<file path="src/rtl/nibble_serial_adder_ctrl_if.sv">
// ---------------------------------------------------------------------------
// nibble_serial_adder_ctrl_if
//   Request/result bundle for the nibble-serial add/subtract unit.
//   master : requester side   - drives start, sub, a, b; observes status/results
//   slave  : arithmetic unit  - observes the request, drives busy, done,
//                               result, carry_out, overflow, zero
// ---------------------------------------------------------------------------
interface nibble_serial_adder_ctrl_if #(
    parameter int WIDTH = 32
) ();
    logic             start;
    logic             sub;
    logic [WIDTH-1:0] a;
    logic [WIDTH-1:0] b;
    logic             busy;
    logic             done;
    logic [WIDTH-1:0] result;
    logic             carry_out;
    logic             overflow;
    logic             zero;

    modport master (
        output start, sub, a, b,
        input  busy, done, result, carry_out, overflow, zero
    );

    modport slave (
        input  start, sub, a, b,
        output busy, done, result, carry_out, overflow, zero
    );
endinterface

</file>
<file path="src/rtl/nibble_serial_adder_ctrl.sv">
// ---------------------------------------------------------------------------
// nibble_serial_adder_ctrl
//   WIDTH-bit add/subtract that reuses one 4-bit adder over WIDTH/4 clocks,
//   least significant nibble first. Subtraction is a + ~b + 1: the operand B
//   is inverted at capture and the initial carry is loaded with 1.
//
//   Ports:
//     clk    : clock, all state changes on the rising edge
//     reset  : synchronous, active-high; discards any in-flight operation
//     bus    : slave side of nibble_serial_adder_ctrl_if
//              start/sub/a/b in; busy/done/result/carry_out/overflow/zero out
// ---------------------------------------------------------------------------

// Plain 4-bit adder; carry out is recovered from the sum by the controller.
module full_adder_4bit (
    input  logic [3:0] a,
    input  logic [3:0] b,
    input  logic       cin,
    output logic [3:0] sum
);
    assign sum = a + b + {3'b000, cin};
endmodule

module nibble_serial_adder_ctrl #(
    parameter int WIDTH = 32
) (
    input  logic                       clk,
    input  logic                       reset,
    nibble_serial_adder_ctrl_if.slave  bus
);
    localparam int NIB = WIDTH / 4;
    localparam int CW  = (NIB > 1) ? $clog2(NIB) : 1;

    typedef enum logic [1:0] {
        IDLE = 2'd0,
        RUN  = 2'd1,
        DONE = 2'd2
    } state_t;

    state_t state_reg, state_next;

    logic [WIDTH-1:0] opa_reg;
    logic [WIDTH-1:0] opb_reg;
    logic             carry_reg;
    logic [CW-1:0]    cnt_reg;
    logic [WIDTH-1:0] partial_reg;
    logic [WIDTH-1:0] partial_next;
    logic [WIDTH-1:0] result_reg;
    logic             cout_reg;
    logic             ovf_reg;
    logic             zero_reg;

    logic       accept;
    logic       last;
    logic [3:0] nib_a;
    logic [3:0] nib_b;
    logic [3:0] nib_sum;
    logic       nib_cout;
    logic       c3;

    // Operand nibble views, selected by the nibble counter.
    logic [3:0] a_nibs [NIB];
    logic [3:0] b_nibs [NIB];

    generate
        for (genvar gi = 0; gi < NIB; gi++) begin : g_nib
            assign a_nibs[gi] = opa_reg[4*gi +: 4];
            assign b_nibs[gi] = opb_reg[4*gi +: 4];
            // Only the nibble currently being computed is overwritten, so on the
            // completion cycle partial_next already holds the full result.
            assign partial_next[4*gi +: 4] =
                (state_reg == RUN && cnt_reg == CW'(gi)) ? nib_sum
                                                         : partial_reg[4*gi +: 4];
        end
    endgenerate

    assign nib_a = a_nibs[cnt_reg];
    assign nib_b = b_nibs[cnt_reg];

    full_adder_4bit u_fa (
        .a   (nib_a),
        .b   (nib_b),
        .cin (carry_reg),
        .sum (nib_sum)
    );

    // Carry out of bit 3: generate, or propagate with no sum bit left behind.
    assign nib_cout = (nib_a[3] & nib_b[3]) | ((nib_a[3] ^ nib_b[3]) & ~nib_sum[3]);
    // Carry into bit 3, needed for signed overflow on the top nibble.
    assign c3       = nib_sum[3] ^ nib_a[3] ^ nib_b[3];

    assign accept = bus.start && (state_reg == IDLE || state_reg == DONE);
    assign last   = (state_reg == RUN) && (cnt_reg == CW'(NIB - 1));

    // State register
    always_ff @(posedge clk) begin
        if (reset) begin
            state_reg <= IDLE;
        end else begin
            state_reg <= state_next;
        end
    end

    // Next-state logic
    always_comb begin
        state_next = state_reg;
        case (state_reg)
            IDLE:    if (bus.start) state_next = RUN;
            RUN:     if (last)      state_next = DONE;
            DONE:    state_next = bus.start ? RUN : IDLE;
            default: state_next = IDLE;
        endcase
    end

    // Datapath
    always_ff @(posedge clk) begin
        if (reset) begin
            opa_reg     <= '0;
            opb_reg     <= '0;
            carry_reg   <= 1'b0;
            cnt_reg     <= '0;
            partial_reg <= '0;
            result_reg  <= '0;
            cout_reg    <= 1'b0;
            ovf_reg     <= 1'b0;
            zero_reg    <= 1'b0;
        end else if (accept) begin
            opa_reg     <= bus.a;
            opb_reg     <= bus.b ^ {WIDTH{bus.sub}};
            carry_reg   <= bus.sub;
            cnt_reg     <= '0;
            partial_reg <= '0;
        end else if (state_reg == RUN) begin
            partial_reg <= partial_next;
            carry_reg   <= nib_cout;
            cnt_reg     <= cnt_reg + CW'(1);
            if (last) begin
                result_reg <= partial_next;
                cout_reg   <= nib_cout;
                ovf_reg    <= c3 ^ nib_cout;
                zero_reg   <= (partial_next == '0);
            end
        end
    end

    assign bus.busy      = (state_reg == RUN);
    assign bus.done      = (state_reg == DONE);
    assign bus.result    = result_reg;
    assign bus.carry_out = cout_reg;
    assign bus.overflow  = ovf_reg;
    assign bus.zero      = zero_reg;
endmodule

</file>
<file path="src/flat_wrapper.sv">
// flat-port wrapper written by rule: the top's interface ports become plain ports
module nibble_serial_adder_ctrl_flat 
#(
    parameter int WIDTH = 32
)
  (clk, reset, bus_start, bus_sub, bus_a, bus_b, bus_busy, bus_done, bus_result, bus_carry_out, bus_overflow, bus_zero);
  nibble_serial_adder_ctrl_if #(.WIDTH(WIDTH)) bus_i ();
  input  logic clk;
  input  logic reset;
  input wire logic [$bits(bus_i.start)-1:0] bus_start;
  input wire logic [$bits(bus_i.sub)-1:0] bus_sub;
  input wire logic [$bits(bus_i.a)-1:0] bus_a;
  input wire logic [$bits(bus_i.b)-1:0] bus_b;
  output wire logic [$bits(bus_i.busy)-1:0] bus_busy;
  output wire logic [$bits(bus_i.done)-1:0] bus_done;
  output wire logic [$bits(bus_i.result)-1:0] bus_result;
  output wire logic [$bits(bus_i.carry_out)-1:0] bus_carry_out;
  output wire logic [$bits(bus_i.overflow)-1:0] bus_overflow;
  output wire logic [$bits(bus_i.zero)-1:0] bus_zero;
  assign bus_i.start = bus_start;
  assign bus_i.sub = bus_sub;
  assign bus_i.a = bus_a;
  assign bus_i.b = bus_b;
  assign bus_busy = bus_i.busy;
  assign bus_done = bus_i.done;
  assign bus_result = bus_i.result;
  assign bus_carry_out = bus_i.carry_out;
  assign bus_overflow = bus_i.overflow;
  assign bus_zero = bus_i.zero;
  nibble_serial_adder_ctrl #(.WIDTH(WIDTH)) u_core (.clk(clk), .reset(reset), .bus(bus_i));
endmodule
</file>
<file path="config.mk">
export PLATFORM = sky130hd
export DESIGN_NAME = nibble_serial_adder_ctrl_flat
export DESIGN_NICKNAME = d
export VERILOG_FILES = /design/src/rtl/nibble_serial_adder_ctrl_if.sv /design/src/rtl/nibble_serial_adder_ctrl.sv /design/src/flat_wrapper.sv
export SDC_FILE = /design/constraint.sdc
export NUM_CORES = 1
export LEC_CHECK = 0
export ABC_AREA = 1
export BUFFER_PORTS_ARGS = -buffer_cell sky130_fd_sc_hd__buf_4
export CORE_ASPECT_RATIO = 0.9
export CORE_MARGIN = 8
export CORE_UTILIZATION = 51
export CTS_CLUSTER_SIZE = 28
export DETAILED_ROUTE_END_ITERATION = 8
export PLACE_DENSITY = 0.76
export SYNTH_ARGS = -nofsm -noshare
export SYNTH_HDL_FRONTEND = slang
export SYNTH_SLANG_ARGS = --single-unit
</file>
<file path="constraint.sdc">
create_clock -name clk -period 3.5 [get_ports clk]
set_input_delay 0.175 -clock clk [delete_from_list [all_inputs] [get_ports clk]]
set_output_delay 0.175 -clock clk [all_outputs]
set_load 0.005 [all_outputs]
</file>
==> results of run 1 <==
cell type report:
class                           instances  area, sq um
Clock buffer                           19        452.9
Timing Repair Buffer                  116        890.9
Tap cell                              160        200.2
Fill cell                            1056         4322
Inverter                               90        337.8
Sequential cell                       137         2743
Clock inverter                         12        148.9
Multi-Input combinational cell        570         2839
power by group through the flow:
stage | Clock [mW] | Combinational [mW] | Sequential [mW]
2_1_floorplan | 0 | 0.411 | 1.69
3_3_place_gp | 0 | 0.571 | 1.71
3_5_place_dp | 0 | 0.585 | 1.71
4_1_cts | 1.83 | 0.590 | 1.68
5_1_grt | 1.90 | 0.680 | 1.69
6_report | 1.81 | 0.599 | 1.68
per-stage QoR:
stage                     cells  util [%]  TNS (ps)  setup slack (ps)
after floorplan             850         -         0             252.9
after global placement     1073     58.60         0             371.7
after detailed placement   1073     58.60         0             251.5
after CTS                  1104     63.64         0             186.4
after global routing       1104     63.79   -0.8300           -0.8300
final                      1104     63.79         0             283.8
synth_stat cells:
cell type,n,area [sq um]
a2111oi_0,1,8.760
a211oi_1,1,7.510
a21oi_1,56,280.3
a31oi_1,2,12.51
buf_2,20,100.1
buf_4,1,7.510
buf_6,2,22.52
clkbuf_1,29,108.9
clkbuf_2,1,5.000
dfxtp_1,137,2743
fa_1,3,60.06
ha_1,8,100.1
inv_1,86,322.8
inv_2,4,15.01
nand2_1,142,533.0
nand2_2,1,6.260
nand3_1,13,65.06
nand3_2,1,10.01
nor2_1,152,570.6
nor2_2,2,12.51
nor2_4,1,11.26
nor3_1,1,5.000
o211ai_1,28,210.2
o21a_1,2,15.01
o21ai_0,113,565.5
o221ai_1,1,8.760
o22ai_1,7,43.79
o31ai_1,1,7.510
or2_2,1,6.260
xnor2_1,33,289.0
cell families (layout without fill, tap and decap cells):
logic type | after synthesis | after routing | share of synthesized area, %
buffers and inverters | 143 | 237 | 9.455
xor gates and xnor gates | 33 | 33 | 4.697
adders and majority gates | 11 | 11 | 2.603
DFF | 137 | 137 | 44.57
and+or+nand+nor | 314 | 314 | 19.83
AOI/OAI and AO/OA | 212 | 212 | 18.85
worst max-delay path, stage by stage (launching register included):
cell and delay [ps]:
dfxtp_1 330, inv_1 70, buf_4 210, o21ai_0 120, o221ai_1 150, o21ai_0 180
fa_2 410, nor2_1 140, a211oi_2 60, fa_2 640, inv_1 100, nand3_1 130
nand2_1 60, nor2_1 120, nand3_1 110, nor2_1 110, nand3_1 70, a21oi_1 120
what timing repair did:
item,in CTS,in global routing
gates resized for setup,0,7
endpoints found under the setup margin,0,5
endpoints found under the hold margin,0,0
final timing paths:
path,startpoint,end,slack [ps],cells after the start
setup / recovery,u_core.cnt_reg[0],u_core.bus.zero,280,17
hold reg to reg,u_core.bus.result[30],u_core.bus.result[30],460,2
hold / removal,bus_a[19],u_core.opa_reg[19],7,3
setup reg to reg,u_core.cnt_reg[0],u_core.bus.zero,280,17
layer usage:
metal | wire length (microns) | global-route usage (%)
met5 | 0 | 0
met4 | 241 | 6.523
met3 | 805 | 4.975
met2 | 7028 | 31.35
met1 | 7047 | 24.08
==> impl_metrics.toml, run 1 <==
[timing]
worstMarginPinSlew_ps = 861.0
finalHoldViolCount = 0
setup_viol = 0
post-route-min-period_ps = 3216
skew_ps = 8.557
timing.hold.ws_ps = 6.841
drv_slew = 0
timing.final.crit_share_pct = 91.89
fmax_ghz = 0.3109
rsz0062_at_grt = "yes"
relSlewSlack_pct = 42.52

[floorplan]
initial_core_util_pct = 51.56
design.die.area_sq_um = 15840
fp.coreArea_sq_um = 11930
rows = 38
die_h_microns = 120.2
io_pins = 105
dieWidth_microns = 131.8

[synthesis]
synth_cell_type_count = 30
ys_seq_area_share_pct = 44.57
synth_area_sq_um = 6153
synth.avg_cell_area_sq_um = 7.239
synth_cells = 850
synth_seq_cells = 137
synth_fp_nets = 929
yosysWarnings = 0

[pwr]
p_sw_share_pct = 26.40
netSwitchingPower_mw = 1.081
leakage_nw = 3.464
cellPowerDensity_nw_per_um2 = 537.9
seq_power_share_pct = 41.1
fin_total_pwr_mw = 4.095
p_clk_share_pct = 44.3
p_comb_share_pct = 14.6
ir_drop_mv = 0.3871
internal_power_mw = 3.014

[placed_design]
dp_hpwl_mm = 10.40
place.port_buffers = 104
place_congestion = 0.8497
postPlaceCellArea_sq_um = 6993

[global_routing]
grt_util_all_layers_pct = 19.10
antenna_found_initial = 0
grt_pass1_wl_mm = 25.13
grt_max_degree = 68
overflow = 0
grt_pass1_vias = 5324

[clock_tree]
cts_tree = "built"
cts_hold_buf = 0
post-cts-setup-buffers = 0
cts_max_level = 4
worst_skew_pair.late_latency_ps = 420
cts_sinks = 137
cts_root_buf = "clkbuf_16"
clk_path_buf_depth = 2
cts_buffers = 17
path_clk_slew_ps = 60

[routing]
drtPass1Iterations = 5
vias = 5517
wl_per_cell_microns = 13.70
wl_mm = 15.12
vias_per_cell = 4.997
drc = 0
postRouteAntennaNets = 0
drt_iter0_drc = 474

[worst_setup_path]
crit_fanout = 20
critical_path_class = "register to register"
cp-start-kind = "register"
arrival_ps = 3560
cp-end-kind = "register"
worstPathRequired_ps = 3850

[worst_hold_path]
hold_class = "input pin to register"

[cells_and_area]
final_nets = 1011
area_delta_synth_final_pct = 23.71
antenna_cells = 0
drive_gt1_share_pct = 17.06
final_cell_mix = "nor2_1 (152), nand2_1 (142), dfxtp_1 (137)"
postLayoutCellArea_sq_um = 7612
final_common_cell = "nor2_1"

[job]
cap_viol_max_count = 0

[outcome]
status = "completed"
(Power assumes the default switching activity.)
==> run 2: changes to the inputs <==
--- a/config.mk
+++ b/config.mk
@@ -8,7 +8,6 @@
 export ABC_AREA = 1
 export BUFFER_PORTS_ARGS = -buffer_cell sky130_fd_sc_hd__buf_4
 export CORE_ASPECT_RATIO = 0.9
-export CORE_MARGIN = 8
 export CORE_UTILIZATION = 51
 export CTS_CLUSTER_SIZE = 28
 export DETAILED_ROUTE_END_ITERATION = 8
==> constraint.sdc (replaced) <==
create_clock -name clk -period 2.7 [get_ports clk]
set_input_delay 0.135 -clock clk [delete_from_list [all_inputs] [get_ports clk]]
set_output_delay 0.135 -clock clk [all_outputs]
set_load 0.005 [all_outputs]
==> run 2 against run 1 <==
  * The run now ends with negative setup slack left
  * Fmax decreased by 2.3%
  * Combinational power increased by 94%
  * Setup slack got worse by 870 ps
  * Non-clock buffer count increased by 64
  * Cell count increased by 5.4%
  * Highest routed layer unchanged
==> impl_metrics.toml, run 2 (synthesis results as in run 1) <==
[placed_design]
place_ws_ps = -477.9
dp_hpwl_mm = 9.872
dp_cells = 1106
place_congestion = 0.8423
postPlaceCellArea_sq_um = 7330
place.port_buffers = 104

[routing]
wl_met1_mm = 7.412
postRouteAntennaNets = 0
drtPass1Iterations = 6
vias_per_cell = 5.211
wl_met3_microns = 946
wl_met2_mm = 7.697
wl_per_cell_microns = 14.09
wl_mm = 16.41
routed.top_layer = "met4"
drc = 0
vias = 6066
drt_iter0_drc = 442

[cells_and_area]
final_cell_mix = "buf_4 (149), nor2_1 (137), dfxtp_1 (135)"
final_common_cell = "buf_4"
drive_gt1_share_pct = 28.27
fin_cells = 1164
antenna_cells = 0
area_delta_synth_final_pct = 37.94
final_nets = 1076
postLayoutCellArea_sq_um = 8488

[worst_setup_path]
cp-start-kind = "register"
crit_fanout = 7
cp_num_buf_inv = 2
reg2reg_from = "u_core.cnt_reg[0]"
slowest_delay_ps = 700
crit_chain = "buf_12 -> clkbuf_16 -> nor2_1 -> nor2_1 -> o21ai_0 -> a31oi_1 -> ha_1 -> nand2_1 -> nor2_4 -> a211oi_4 -> fa_2 -> nand3_2 -> nand2_2 -> nand2_1 -> nor2_2 -> nand2_2 -> nor2_2 -> nand3_2 -> a21oi_1"
rrSetupSlack_ps = -590
worstPathRequired_ps = 3040
crit_start = "u_core.cnt_reg[0]"
critPathTopFamily = "adder cells"
cp-end-kind = "register"
arrival_ps = 3630
crit_slowest_cell = "fa_2"
critical_path_class = "register to register"

[clock_tree]
worst_skew_pair.late_latency_ps = 410
cts_max_level = 4
cts_root_buf = "clkbuf_16"
cts_tree = "built"
cts_buffers = 17
cts_sinks = 137
clk_path_buf_depth = 2
path_clk_slew_ps = 60

[pwr]
leakage_nw = 3.837
cellPowerDensity_nw_per_um2 = 643.8
ir_drop_mv = 0.4873
fin_total_pwr_mw = 5.465

[outcome]
violations = "negative setup slack"
status = "finished with violations"

[floorplan]
rows = 37
dieWidth_microns = 117.8
design.die.area_sq_um = 12510
fp.coreArea_sq_um = 11570
die_h_microns = 106.2
io_pins = 105
initial_core_util_pct = 53.17

[timing]
setup_viol = 49
drv_slew = 0
relSlewSlack_pct = 53.02
timing.final.crit_share_pct = 121.9
finalWorstSetupSlack_ps = -590.3
worstMarginPinSlew_ps = 703.7
setup_tns_ps = -10650
post-route-min-period_ps = 3290
fmax_ghz = 0.3039
finalHoldViolCount = 0
rsz0062_at_grt = "yes"
skew_ps = 6.398

[global_routing]
grt_max_degree = 83
grt_pass1_vias = 5467
grt_util_all_layers_pct = 25.10
antenna_found_initial = 0
overflow = 0
grt_pass1_wl_mm = 25.34

[worst_hold_path]
worstHoldStart = "bus_a[22]"
hold_class = "input pin to register"

[job]
cap_viol_max_count = 0
==> run 2: through the flow <==
| stage | utilization, % | hold WS (ps) |
|---|---|---|
| finish | 73.34 | 3.884 |
| CTS | 69.91 | 0.7958 |
| global route | 73.34 | 11.21 |
| global placement | 63.33 | 390.6 |
| floorplan | - | 301.7 |
| detailed placement | 63.33 | 394.7 |
==> run 2: layer usage <==
layer	vias up	global-route usage, %
met5	-	0
met4	0	7.326
met3	33	5.794
met2	217	41.26
met1	2804	32.87
li1	3012	-
==> run 2: power breakdown <==
group          leakage [nW]  total [mW]  internal (mW)  switching (mW)
combinational          2.45        1.16          0.506           0.651
clock                 0.268        2.12           1.29           0.828
sequential             1.12        2.19           2.12          0.0644
==> run 2: worst paths after layout <==
kind                      endpoint  cells past startpoint
max                u_core.bus.zero                     19
min             u_core.opa_reg[22]                      3
max reg2reg        u_core.bus.zero                     19
min reg2reg  u_core.bus.result[31]                      2
==> run 2: final cells by class <==
| type | instances | area [sq um] |
|---|---|---|
| timing repair buffer | 180 | 1520 |
| fill | 880 | 3085 |
| clock inverter | 9 | 76.32 |
| clock buffer | 21 | 460.4 |
| tap | 156 | 195.2 |
| inverter | 90 | 364.1 |
| sequential | 137 | 2748 |
| multi-input combinational | 570 | 3108 |
| timing repair inverter | 1 | 16.27 |
==> run 2: timing repair <==
item	4_1_cts	5_1_grt
endpoints found under the hold margin	20	0
hold buffers	15	0
resized for setup	21	92
setup buffers	3	7
setup endpoints to repair	41	50
pin swaps	3	31
cloned	0	4
==> run 2: worst register-to-register path, delay by kind of cell (launching register included) <==
kind	cells	cell delay [ps]
AND/OR/NAND/NOR	11	1050
adder cells (fa/ha/maj)	2	1050
AO/OA/AOI/OAI	4	470
flip-flops	1	360
buffers and inverters	2	320
==> run 3: changes to the inputs <==
--- a/config.mk
+++ b/config.mk
@@ -8,10 +8,11 @@
 export ABC_AREA = 1
 export BUFFER_PORTS_ARGS = -buffer_cell sky130_fd_sc_hd__buf_4
 export CORE_ASPECT_RATIO = 0.9
-export CORE_UTILIZATION = 51
+export CORE_UTILIZATION = 56
 export CTS_CLUSTER_SIZE = 28
 export DETAILED_ROUTE_END_ITERATION = 8
-export PLACE_DENSITY = 0.76
+export PLACE_DENSITY = 0.8
 export SYNTH_ARGS = -nofsm -noshare
 export SYNTH_HDL_FRONTEND = slang
+export SYNTH_HIERARCHICAL = 1
 export SYNTH_SLANG_ARGS = --single-unit
==> constraint.sdc (replaced) <==
create_clock -name clk -period 3.2 [get_ports clk]
set_input_delay 0.16 -clock clk [delete_from_list [all_inputs] [get_ports clk]]
set_output_delay 0.16 -clock clk [all_outputs]
set_load 0.005 [all_outputs]
==> run 3 against run 2 <==
  * The run ends with design-rule violations left
  * Critical endpoint is now u_core/bus.zero
  * Largest cell class unchanged
  * Hold slack about the same
  * Critical path type unchanged
  * Utilization rose by 2.4 points
  * Fmax increased by 7.2%
  * Via count decreased by 1.7%
  * Critical path depth decreased by 2
  * Cell count is 7.2% lower
  * Sequential share of layout area up 2.3 points
  * Final area down 7.8%
  * Count of clock-buffer cells in the layout fell by 1
  * Wire length fell by 2.9%
  * Register-to-register slack improved by 720 ps
  * Clock skew is 1.9 ps higher
==> impl_metrics.toml, run 3 <==
[routing]
vias = 5960
postRouteAntennaNets = 0
wl_mm = 15.93
wl_per_cell_microns = 14.75
drtPass1Iterations = 7
vias_per_cell = 5.519
drc = 12
drt_iter0_drc = 577

[pwr]
p_comb_share_pct = 16.0
seq_power_share_pct = 39.1
netSwitchingPower_mw = 1.226
ir_drop_mv = 0.3425
p_clk_share_pct = 44.9
internal_power_mw = 3.419
cellPowerDensity_nw_per_um2 = 593.6
p_sw_share_pct = 26.40
leakage_nw = 3.654

[timing]
setup_viol = 0
worstMarginPinSlew_ps = 961.8
fmax_ghz = 0.3258
relSlewSlack_pct = 35.81
skew_ps = 8.274
drv_slew = 0
timing.final.crit_share_pct = 95.93
timing.hold.ws_ps = 4.315
post-route-min-period_ps = 3070
finalWorstSetupSlack_ps = 130.4
rsz0062_at_grt = "no"
finalHoldViolCount = 0
setup_tns_ps = 0

[worst_setup_path]
slowest_delay_ps = 600
cp_num_buf_inv = 5
cp-start-kind = "register"
arrival_ps = 3420
cp-end-kind = "register"
critical_path_class = "register to register"
worstPathRequired_ps = 3550
crit_slowest_cell = "fa_2"
critPathTopFamily = "compound AO/OA/AOI/OAI gates"
crit_fanout = 12
crit_chain = "buf_8 -> buf_4 -> o21ai_0 -> o22ai_1 -> nor2_1 -> a31oi_1 -> inv_1 -> fa_2 -> clkinvlp_4 -> buf_4 -> o21ai_2 -> nand2_1 -> nor2_1 -> nand2_1 -> nor2_1 -> nand2_1 -> a21oi_1"

[global_routing]
use_met1_pct = 37.30
met2_usage_pct = 49.81
grt.busiest_layer = "met2"
overflow = 0
grt_util_met3_pct = 6.703
grt_util_all_layers_pct = 29.46
grt_max_degree = 72
grt_pass1_wl_mm = 26.14
antenna_found_initial = 0
grt_pass1_vias = 5631

[cells_and_area]
fill_cells = 750
final_cell_mix = "nor2_1 (156), dfxtp_1 (133), buf_4 (131)"
antenna_cells = 0
fin_cells = 1080
final_common_cell = "nor2_1"
area_delta_synth_final_pct = 30.18
final_nets = 1017
drive_gt1_share_pct = 20.50
final_core_util_pct = 75.73

[synthesis]
yosysMostFrequentCell = "nor2_1"
synth_cells = 824
async_flop_share_pct = 0
synth_cell_type_count = 29
synth-edff-count = 0
synth_top_area_share_pct = 44.95
synth_fp_nets = 903
synth_ff_type = "dfxtp_1"
yosysWarnings = 6
synth_area_sq_um = 6012
synth_common_cells = "nor2_1 (156), dfxtp_1 (135), nand2_1 (113)"
synth_seq_cells = 135
yosysTopAreaCell = "dfxtp_1"
netlist_top_cells_area = "dfxtp_1 (45%), nor2_1 (9.7%), o21ai_0 (8.7%)"
ys_seq_area_share_pct = 44.95
synth.avg_cell_area_sq_um = 7.296

[placed_design]
place_congestion = 0.9414
dp_hpwl_mm = 10.53
place.port_buffers = 104
place_ws_ps = 47.75
dp_cells = 1036

[clock_tree]
cts_sinks = 135
cts_max_level = 4
cts_tree = "built"
cts_root_buf = "clkbuf_16"
cts_buffers = 17
clk_path_buf_depth = 2
path_clk_slew_ps = 60
worst_skew_pair.late_latency_ps = 420

[job]
cap_viol_max_count = 0

[floorplan]
die_h_microns = 100.3
initial_core_util_pct = 58.17
design.die.area_sq_um = 11150
rows = 35
dieWidth_microns = 111.2
io_pins = 105
fp.coreArea_sq_um = 10330

[worst_hold_path]
hold_class = "input pin to register"

[outcome]
violations = "design-rule violations"
status = "finished with violations"
-- run 3: worst reg2reg max path, cell delays in order, from the launching register on --
cell and delay (ps):
dfxtp_4 370, buf_8 150, buf_4 160, o21ai_0 90, o22ai_1 190, nor2_1 70, a31oi_1 260, inv_1 120
fa_2 600, clkinvlp_4 150, buf_4 190, o21ai_2 170, nand2_1 90, nor2_1 90, nand2_1 50, nor2_1 100
nand2_1 60, a21oi_1 110
-- run 3: final timing paths --
path                         startpoint               endpoint  slack, ps  cells after the start
hold / removal                 bus_a[7]      u_core/opa_reg[7]          4                      3
hold reg to reg   u_core/bus.result[30]  u_core/bus.result[30]        480                      1
setup / recovery      u_core/cnt_reg[0]        u_core/bus.zero        130                     17
setup reg to reg      u_core/cnt_reg[0]        u_core/bus.zero        130                     17
-- run 3: cells by family after synthesis --
| logic type | Yosys count | synth area share, % |
|---|---|---|
| DFF | 135 | 44.95 |
| and+or+nand+nor | 290 | 19.04 |
| xor gates and xnor gates | 34 | 4.953 |
| AOI/OAI and AO/OA | 214 | 19.42 |
| buffers and inverters | 140 | 8.970 |
| adders and majority gates | 11 | 2.664 |
-- run 3: per-stage QoR --
step                power [mW]  cell area (sq um)
CTS                      4.594               7762
global placement         2.471               6979
finish                   4.646               7826
global route             4.823               7826
floorplan                2.255               6012
detailed placement       2.494               6979
-- run 3: power by group through the flow --
stage / clock network (mW) / logic (mW) / registers, mW
finish: 2.09 / 0.743 / 1.82
detailed placement: 0 / 0.648 / 1.85
global route: 2.19 / 0.814 / 1.82
CTS: 2.10 / 0.678 / 1.81
floorplan: 0 / 0.427 / 1.83
global placement: 0 / 0.628 / 1.84
-- run 3: area by class of cell --
cell class | count | area [sq um] | area share [%]
Sequential cell | 135 | 2710 | 34.63
Clock inverter | 12 | 172.7 | 2.206
Inverter | 91 | 347.8 | 4.444
Timing Repair Buffer | 144 | 1151 | 14.71
Multi-Input combinational cell | 549 | 2816 | 35.99
Tap cell | 129 | 161.4 | 2.062
Clock buffer | 20 | 466.7 | 5.963
-- run 3: per-layer routing --
layer | up-vias | wire [microns]
met3 | 31 | 1194
met5 | - | 0
met4 | 0 | 259
met2 | 275 | 7609
met1 | 2773 | 6866
li1 | 2881 | -
-- run 3: timing repair --
item / in CTS / in global routing
endpoints found under the hold margin: 12 / 0
endpoints found under the setup margin: 1 / 11
hold buffers: 10 / 0
resized for setup: 6 / 19
pin swaps: 0 / 4
gates cloned: 1 / 0
buffers inserted: 0 / 1
